===== config.mk =====
export PLATFORM = sky130hd
export DESIGN_NAME = fetch_queue
export DESIGN_NICKNAME = d
export VERILOG_FILES = /design/src/rtl/fetch_queue.sv
export SDC_FILE = /design/constraint.sdc
export NUM_CORES = 1
export LEC_CHECK = 0
export ABC_CLOCK_PERIOD_IN_PS = 6700
export CELL_PAD_IN_SITES_DETAIL_PLACEMENT = 0
export CELL_PAD_IN_SITES_GLOBAL_PLACEMENT = 1
export CORE_UTILIZATION = 51
export CTS_CLUSTER_DIAMETER = 120
export DETAILED_ROUTE_END_ITERATION = 6
export PLACE_DENSITY_LB_ADDON = 0.1
export RECOVER_POWER = 25
export SYNTH_ARGS = -nofsm -noshare
export SYNTH_HDL_FRONTEND = slang
export SYNTH_SLANG_ARGS = --single-unit

===== constraint.sdc =====
create_clock -name i_clk -period 6.7 [get_ports i_clk]
set_clock_uncertainty 0.15 [all_clocks]
set_input_delay 1.34 -clock i_clk [delete_from_list [all_inputs] [get_ports i_clk]]
set_output_delay 1.34 -clock i_clk [all_outputs]
set_load 0.02 [all_outputs]

===== src/rtl/fetch_queue.sv =====
// ---------------------------------------------------------------------------
// fetch_queue
//
// Instruction prefetch queue between fetch-stage PC logic and decode.
// Issues sequential fetch requests over a request/grant port, buffers the
// in-order responses together with their PCs in a DEPTH-entry FIFO and hands
// them to decode with a valid/ready handshake. A redirect flushes the FIFO,
// restarts fetching at the redirect target and drops every response that is
// still in flight from before the redirect.
//
// Ports
//   i_clk, i_nrst              clock, synchronous active-low reset
//   i_con_redirect/addr        flush and restart fetching at i_addr_redirect
//   o_con_req/o_addr_req       fetch request and its address (registered)
//   i_con_gnt                  memory accepts the current request
//   i_con_rvalid/i_data_rdata  in-order response from memory
//   o_con_valid/o_data_instr   head entry presented to decode
//   o_addr_pc/o_addr_pc4       head PC and head PC + 4
//   i_con_ready                decode accepts the head entry
//   o_data_count               FIFO occupancy
// ---------------------------------------------------------------------------
module fetch_queue #(
  parameter int unsigned     XLEN     = 32,
  parameter int unsigned     ILEN     = 32,
  parameter int unsigned     DEPTH    = 4,
  parameter logic [XLEN-1:0] RESET_PC = '0
) (
  input  logic                         i_clk,
  input  logic                         i_nrst,
  input  logic                         i_con_redirect,
  input  logic [XLEN-1:0]              i_addr_redirect,
  output logic                         o_con_req,
  output logic [XLEN-1:0]              o_addr_req,
  input  logic                         i_con_gnt,
  input  logic                         i_con_rvalid,
  input  logic [ILEN-1:0]              i_data_rdata,
  output logic                         o_con_valid,
  output logic [ILEN-1:0]              o_data_instr,
  output logic [XLEN-1:0]              o_addr_pc,
  output logic [XLEN-1:0]              o_addr_pc4,
  input  logic                         i_con_ready,
  output logic [$clog2(DEPTH+1)-1:0]   o_data_count
);

  localparam int unsigned CW = $clog2(DEPTH + 1);
  localparam int unsigned PW = (DEPTH > 1) ? $clog2(DEPTH) : 1;
  localparam logic [CW:0] DEPTH_C = (CW + 1)'(DEPTH);

  typedef enum logic [1:0] {
    S_IDLE    = 2'd0,
    S_RUN     = 2'd1,
    S_DISCARD = 2'd2
  } state_t;

  state_t          state_q, state_d;
  logic [XLEN-1:0] addr_req_q, addr_req_d;
  logic [CW-1:0]   out_q, out_d;          // requests granted, response not yet seen
  logic [CW-1:0]   discard_q, discard_d;  // responses still to be dropped
  logic [CW-1:0]   count_q, count_d;
  logic [PW-1:0]   wr_ptr_q, wr_ptr_d;
  logic [PW-1:0]   rd_ptr_q, rd_ptr_d;
  logic [PW-1:0]   pq_wr_q, pq_wr_d;      // pending-PC queue pointers
  logic [PW-1:0]   pq_rd_q, pq_rd_d;

  logic [ILEN-1:0] fifo_instr_mem [DEPTH];
  logic [XLEN-1:0] fifo_pc_mem    [DEPTH];
  logic [XLEN-1:0] pq_mem         [DEPTH];

  logic [CW:0] credit_sum;
  logic        head_valid;
  logic        grant;
  logic        accept;
  logic        pop;

  // Occupancy plus in-flight requests never exceeds DEPTH, so every granted
  // request is guaranteed a FIFO slot when its response returns.
  assign credit_sum = {1'b0, count_q} + {1'b0, out_q};
  assign o_con_req  = (state_q != S_IDLE) && !i_con_redirect && (credit_sum < DEPTH_C);
  assign grant      = o_con_req && i_con_gnt;

  // Responses are only kept in S_RUN; in S_DISCARD they belong to requests
  // issued before the last redirect. Pending PCs are therefore only consumed
  // for kept responses.
  assign accept     = i_con_rvalid && (state_q == S_RUN) && !i_con_redirect;

  assign head_valid = (count_q != '0);
  assign o_con_valid = head_valid && !i_con_redirect;
  assign pop        = o_con_valid && i_con_ready;

  assign o_addr_req   = addr_req_q;
  assign o_data_count = count_q;
  assign o_data_instr = head_valid ? fifo_instr_mem[rd_ptr_q] : '0;
  assign o_addr_pc    = head_valid ? fifo_pc_mem[rd_ptr_q] : '0;
  assign o_addr_pc4   = head_valid ? (fifo_pc_mem[rd_ptr_q] + XLEN'(4)) : '0;

  always_comb begin
    state_d    = state_q;
    addr_req_d = addr_req_q;
    out_d      = out_q + CW'(grant) - CW'(i_con_rvalid);
    discard_d  = discard_q;
    count_d    = count_q;
    wr_ptr_d   = wr_ptr_q;
    rd_ptr_d   = rd_ptr_q;
    pq_wr_d    = pq_wr_q;
    pq_rd_d    = pq_rd_q;

    if (grant) begin
      addr_req_d = addr_req_q + XLEN'(4);
      pq_wr_d    = pq_wr_q + PW'(1);
    end

    if (i_con_redirect) begin
      // No request is issued in a redirect cycle, so the address and pending
      // queue can be reloaded without colliding with a grant.
      addr_req_d = i_addr_redirect;
      count_d    = '0;
      wr_ptr_d   = '0;
      rd_ptr_d   = '0;
      pq_wr_d    = '0;
      pq_rd_d    = '0;
      discard_d  = out_q - CW'(i_con_rvalid);
      state_d    = (discard_d != '0) ? S_DISCARD : S_RUN;
    end else begin
      if (accept) begin
        wr_ptr_d = wr_ptr_q + PW'(1);
        pq_rd_d  = pq_rd_q + PW'(1);
      end
      if (pop) begin
        rd_ptr_d = rd_ptr_q + PW'(1);
      end
      count_d = count_q + CW'(accept) - CW'(pop);

      case (state_q)
        S_IDLE: state_d = S_RUN;
        S_RUN:  state_d = S_RUN;
        S_DISCARD: begin
          if (i_con_rvalid) begin
            discard_d = discard_q - CW'(1);
            if (discard_q == CW'(1)) begin
              state_d = S_RUN;
            end
          end
        end
        default: state_d = S_IDLE;
      endcase
    end
  end

  always_ff @(posedge i_clk) begin
    if (!i_nrst) begin
      state_q    <= S_IDLE;
      addr_req_q <= RESET_PC;
      out_q      <= '0;
      discard_q  <= '0;
      count_q    <= '0;
      wr_ptr_q   <= '0;
      rd_ptr_q   <= '0;
      pq_wr_q    <= '0;
      pq_rd_q    <= '0;
    end else begin
      state_q    <= state_d;
      addr_req_q <= addr_req_d;
      out_q      <= out_d;
      discard_q  <= discard_d;
      count_q    <= count_d;
      wr_ptr_q   <= wr_ptr_d;
      rd_ptr_q   <= rd_ptr_d;
      pq_wr_q    <= pq_wr_d;
      pq_rd_q    <= pq_rd_d;
    end
  end

  // Storage arrays carry no reset; the occupancy counters decide what is live.
  always_ff @(posedge i_clk) begin
    if (grant) begin
      pq_mem[pq_wr_q] <= addr_req_q;
    end
    if (accept) begin
      fifo_instr_mem[wr_ptr_q] <= i_data_rdata;
      fifo_pc_mem[wr_ptr_q]    <= pq_mem[pq_rd_q];
    end
  end

  // A response with nothing outstanding means the memory broke the protocol.
  a_rvalid_has_request : assert property (
    @(posedge i_clk) disable iff (!i_nrst) i_con_rvalid |-> (out_q != '0)
  );

endmodule

==> impl_metrics.tcl, run 1 <==
set metrics [dict create \
    period_minus_slack_ns 5.632 \
    postCtsSetupBuffers 0 \
    synth_cells 1074 \
    clock-sinks 439 \
    fin_tns_setup_ns 0 \
    cts-htree-levels 2 \
    dp.cells 1694 \
    io_buffers 202 \
    dieWidth_um 190.5 \
    antenna_found_initial 0 \
    yosysUniqueCellTypes 61 \
    clk_latency_ns 0.53 \
    hold_class "reg2reg" \
    yosys_warnings 0 \
    slew_headroom_pct 26.60 \
    multi_input_area_mm2 0.005135 \
    combinationalPowerShare_pct 6.3 \
    tritoncts "yes" \
    synth-seq-cells 439 \
    via_per_inst 5.706 \
    synth-edff-count 384 \
    cts_resized 0 \
    synth.net_count 1166 \
    cts_made_buffers 43 \
    critPathKind "reg2out" \
    startpoint_type "register" \
    cp-end-kind "output port" \
    die_area_mm2 0.03630 \
    drv_slew 0 \
    ir_drop_mv 0.1894 \
    p_leak_nw 7.015 \
    drive_gt1_share_pct 13.98 \
    dpl.hpwl_mm 24.13 \
    register_area_mm2 0.01264 \
    avgRoutedWirePerCell_um 21.45 \
    cp_max_fo 27 \
    fin_crit_sh_pct 84.06 \
    async_reset_ff_share_pct 0 \
    io_pins 203 \
    status "complete, no violations" \
    coreArea_mm2 0.03480 \
    rsz0062_at_grt "false" \
    wirelength_mm 37.85 \
    p_int_mw 4.592 \
    gp_congestion 0.8125 \
    crit_arrival_ns 4.14 \
    diodes 0 \
    gr-usage-all-layers_pct 21.57 \
    clk_pin_slew_ns 0.06 \
    vias 10070 \
    worstMarginPinSlew_ns 1.100 \
    seqPwrFrac_pct 53.4 \
    num_rows 68 \
    grt_pass1_vias 10230 \
    finalSetupViolations 0 \
    cts_hold_buffers 0 \
    first_iter_violations 557 \
    fill_cells 2571 \
    power.total_mw 5.794 \
    cp.required_ns 5.21 \
    drc 0 \
    swShare_pct 20.74 \
    syn-cell-area_mm2 0.01813 \
    chipHeight_um 190.5 \
    area_growth_pct 21.25 \
    clockBufferDepth 3 \
    final_common_cell "edfxtp_1" \
    max_freq_mhz 177.5 \
    p_clk_share_pct 40.2 \
    dr.pass1.iters 5 \
    netSwitchingPower_mw 1.202 \
    grt_pass1_wl_mm 59.58 \
    hold_violations 0 \
    ant_nets 0 \
    grt_max_degree 65 \
    powerDensity_mw_per_mm2 263.6 \
    seq_area_frac_synth_pct 69.69 \
    grt_remaining_overflow 0 \
    instances_no_fill 1764 \
    cts-root-buf "clkbuf_16" \
    initial_utilization_pct 52.09 \
    synth_ff_type "edfxtp_1" \
    syn_area_per_cell_um2 16.88 \
    final_core_util_pct 63.16 \
    drv_cap 0 \
    final_cell_mix "edfxtp_1, clkdlybuf4s50_1, mux4_2" \
    finalNetCount 1376 \
]
-- worst paths after layout --
| check | from | end | slack (ns) | depth (start not counted) |
|---|---|---|---|---|
| worst min register to register | pq_wr_q[1] | pq_wr_q[1] | 0.35 | 2 |
| worst max-delay path | register | o_addr_pc4[28] | 1.07 | 7 |
| worst min-delay path | pq_wr_q[1] | pq_wr_q[1] | 0.35 | 2 |
| worst max register to register | o_data_count[2] | out_q[2] | 3.24 | 13 |
-- final cells by class --
cell class	count	share of cell area [%]
flip-flops and latches	439	57.51
multi-input cells	549	23.36
repair buffers	221	9.848
clock buffers	57	5.374
well taps	455	2.590
clock inverters	13	0.8083
inverters	30	0.5123
-- metrics by stage --
step                      hold slack [ns]  instance area [um2]  setup WS [ns]
after floorplan                    0.3165                18130          2.485
after global placement             0.3340                20620          1.621
after detailed placement           0.3464                20620          1.566
after CTS                          0.3552                21980         0.9734
after global routing               0.3799                21980         0.8140
final                              0.3522                21980          1.068
-- Yosys cell counts (all sizes together), types with 5 or more instances --
master	n	area share [%]
ha	20	1.4
xnor2	24	1.2
nor2	64	1.3
and4	5	0.24
mux4	96	12
buf	21	0.74
a21oi	32	0.88
o21ai	21	0.58
or3	7	0.24
clkbuf	35	0.72
and2	75	2.6
nor4	11	0.41
dfxtp	55	6.1
a31oi	8	0.28
or4	12	0.52
nand4	14	0.68
nor3	18	0.50
xor2	9	0.43
nand3	17	0.47
inv	29	0.60
and3	11	0.38
edfxtp	384	64
mux2	8	0.50
nand2	47	0.97
-- sequential cells by signal, indices dropped and copies added (netlist names), named ones only --
register and count:
fifo_instr_mem 128, rd_ptr_q 2, pq_wr_q 2, pq_mem 128, out_q 3, discard_q 3
o_data_count 3, o_addr_req 32, pq_rd_q 2, fifo_pc_mem 128, wr_ptr_q 2, state_q 2
-- worst max-delay path, cell delays in order, from the launching register on --
cell	delay, ns
dfxtp_2	0.76
mux4_2	0.39
ha_1	0.25
nand4_2	0.18
or4_4	0.60
or4_1	0.55
a21oi_1	0.22
clkdlybuf4s50_1	0.64
-- per-layer routing --
layer / vias to the layer above / GRT usage (%) / routed length (um)
li1: 4647 / - / -
met1: 5018 / 31.39 / 17070
met2: 346 / 34.46 / 17620
met3: 55 / 3.349 / 2444
met4: 0 / 5.046 / 714
met5: - / 0 / 0
-- kinds of logic after synthesis --
group / synth area share, %
compound gates: 3.306
xor+xnor: 1.594
fa+ha+maj: 1.601
buf+inv: 2.084
flops: 69.69
mux: 12.93
simple gates: 8.793
-- power groups by stage --
stage	sequential [mW]	combinational, mW	clock, mW
after floorplan	3.15	0.195	0
after global placement	3.15	0.369	0
after detailed placement	3.15	0.374	0
after CTS	3.10	0.376	2.38
after global routing	3.10	0.406	2.48
final	3.09	0.368	2.33
(Power assumes the default switching activity.)
==> inputs of run 2 (changes only) <==
--- a/config.mk
+++ b/config.mk
@@ -5,10 +5,10 @@
 export SDC_FILE = /design/constraint.sdc
 export NUM_CORES = 1
 export LEC_CHECK = 0
-export ABC_CLOCK_PERIOD_IN_PS = 6700
+export ABC_CLOCK_PERIOD_IN_PS = 5520
 export CELL_PAD_IN_SITES_DETAIL_PLACEMENT = 0
 export CELL_PAD_IN_SITES_GLOBAL_PLACEMENT = 1
-export CORE_UTILIZATION = 51
+export CORE_UTILIZATION = 48
 export CTS_CLUSTER_DIAMETER = 120
 export DETAILED_ROUTE_END_ITERATION = 6
 export PLACE_DENSITY_LB_ADDON = 0.1
==> constraint.sdc (replaced) <==
create_clock -name i_clk -period 5.52 [get_ports i_clk]
set_clock_uncertainty 0.15 [all_clocks]
set_input_delay 1.104 -clock i_clk [delete_from_list [all_inputs] [get_ports i_clk]]
set_output_delay 1.104 -clock i_clk [all_outputs]
set_load 0.02 [all_outputs]
==> run 2 against run 1 <==
Combinational power increased by 22%. Flip-flop and latch count unchanged. Routed wire length grew 3.2%. Clock power rose by 30%. Hold slack lost 0.00087 ns. Final area grew 1.3%. Register-to-register slack worse by 1.3 ns. Largest power group unchanged.
==> impl_metrics.tcl, run 2 (synthesis results as in run 1) <==
set metrics [dict create \
    clockBufferDepth 3 \
    startpoint_type "register" \
    coreArea_mm2 0.03687 \
    combinationalPowerShare_pct 6.2 \
    clk_latency_ns 0.55 \
    gp_congestion 0.7835 \
    ir_drop_mv 0.2372 \
    multi_input_area_mm2 0.005131 \
    drt-met1-wl_mm 17.58 \
    slew_headroom_pct 26.59 \
    postCtsSetupBuffers 0 \
    netSwitchingPower_mw 1.533 \
    wirelength_mm 39.05 \
    drive_gt1_share_pct 14.80 \
    dr.pass1.iters 5 \
    top_layer_used "met4" \
    powerDensity_mw_per_mm2 324.8 \
    die_area_mm2 0.03855 \
    cp.required_ns 4.27 \
    via_per_inst 5.531 \
    crit_arrival_ns 3.97 \
    fin_tns_setup_ns 0 \
    max_freq_mhz 191.3 \
    period_minus_slack_ns 5.228 \
    cp_slowest_stage_delay_ns 0.78 \
    p_leak_nw 7.122 \
    p_clk_share_pct 41.8 \
    grt_pass1_wl_mm 60.58 \
    avgRoutedWirePerCell_um 21.36 \
    gr-usage-all-layers_pct 20.63 \
    finalNetCount 1382 \
    diodes 0 \
    met3WireLength_mm 2.267 \
    cts-root-buf "clkbuf_16" \
    vias 10110 \
    initial_utilization_pct 49.16 \
    drv_cap 0 \
    rsz0062_at_grt "false" \
    fill_cells 2794 \
    area_growth_pct 22.80 \
    first_iter_violations 605 \
    crit_chain "mux4_1, nand4_4, or4_1, nor4_1, mux2_1, clkdlybuf4s50_1" \
    final_cell_mix "edfxtp_1, clkdlybuf4s50_1, mux4_2" \
    clk_pin_slew_ns 0.06 \
    drc 0 \
    cp-end-kind "output port" \
    chipHeight_um 196.3 \
    grt_max_degree 65 \
    fin_crit_sh_pct 94.71 \
    cts-htree-levels 2 \
    dpl.hpwl_mm 25.47 \
    io_buffers 202 \
    num_rows 70 \
    cts_made_buffers 45 \
    swShare_pct 21.20 \
    clock-sinks 439 \
    drv_slew 0 \
    seqPwrFrac_pct 51.9 \
    critPathKind "reg2out" \
    worstMarginPinSlew_ns 1.100 \
    status "complete, no violations" \
    antenna_found_initial 0 \
    route.met2.wl_mm 18.43 \
    cp_max_fo 24 \
    io_pins 203 \
    crit_path_top_delay_cell "or4_1" \
    final_common_cell "edfxtp_1" \
    finalWorstSetupSlack_ns 0.2918 \
    p_int_mw 5.698 \
    ant_nets 0 \
    register_area_mm2 0.01264 \
    hold_class "reg2reg" \
    post-place-ws_ns 0.6955 \
    tritoncts "yes" \
    largestRegisters "fifo_instr_mem (128), fifo_pc_mem (128), pq_mem (128)" \
    finalSetupViolations 0 \
    dieWidth_um 196.3 \
    hold_violations 0 \
    grt_remaining_overflow 0 \
    grt_pass1_vias 10430 \
]
run 2: cell count changes in the layout (fill, tap and decap cells not counted), sizes merged:
cell and change:
inv +2, clkbuf +1, bufinv +1, buf +4
clkinv +9, clkinvlp -2
run 2: worst max-delay path: cells and delay by family (launching register included):
kind	cells	cell delay [ns]
buffers and inverters	1	0.56
flip-flops	1	0.62
multiplexers	2	0.88
AND/OR/NAND/NOR	3	1.35
run 2: repair_timing:
item	4_1_cts	5_1_grt
resized for setup	0	2
setup endpoints to repair	0	2
hold buffers	0	0
run 2: cell type report:
type	count	share of cell area (%)
Clock buffer	58	5.514
Clock inverter	23	1.107
Inverter	30	0.5059
Multi-Input combinational cell	549	23.05
Sequential cell	439	56.79
Tap cell	504	2.833
Timing Repair Buffer	225	10.20
run 2: worst paths after layout:
kind	start	to	slack, ns	cells after the start
worst min-delay path	pq_wr_q[1]	pq_wr_q[1]	0.35	2
worst max-delay path	register	o_addr_pc4[31]	0.29	6
worst min register to register	pq_wr_q[1]	pq_wr_q[1]	0.35	2
worst max register to register	o_data_count[2]	out_q[2]	1.92	12
run 2: metrics by stage:
step                      cells  hold slack [ns]  util, %  power [mW]  instance area [um2]
after floorplan            1074           0.3165        -       4.057                18130
after global placement     1747           0.3353    56.38       4.275                20790
after global routing       1828           0.4090    60.37       7.466                22260
after detailed placement   1747           0.3468    56.38       4.285                20790
after CTS                  1828           0.3525    60.37       7.305                22260
final                      1828           0.3514    60.37       7.231                22260
run 2: layer usage:
layer  vias to the layer above  global-route usage [%]
met2                       292                   33.28
met5                         -                       0
met1                      5109                   28.76
met4                         0                   6.279
li1                       4660                       -
met3                        50                   3.696
run 2: power groups by stage:
stage | combinational, mW | sequential, mW | clock (mW)
finish | 0.450 | 3.76 | 3.03
detailed placement | 0.458 | 3.83 | 0
global placement | 0.451 | 3.82 | 0
global route | 0.491 | 3.77 | 3.21
floorplan | 0.237 | 3.82 | 0
CTS | 0.461 | 3.76 | 3.09
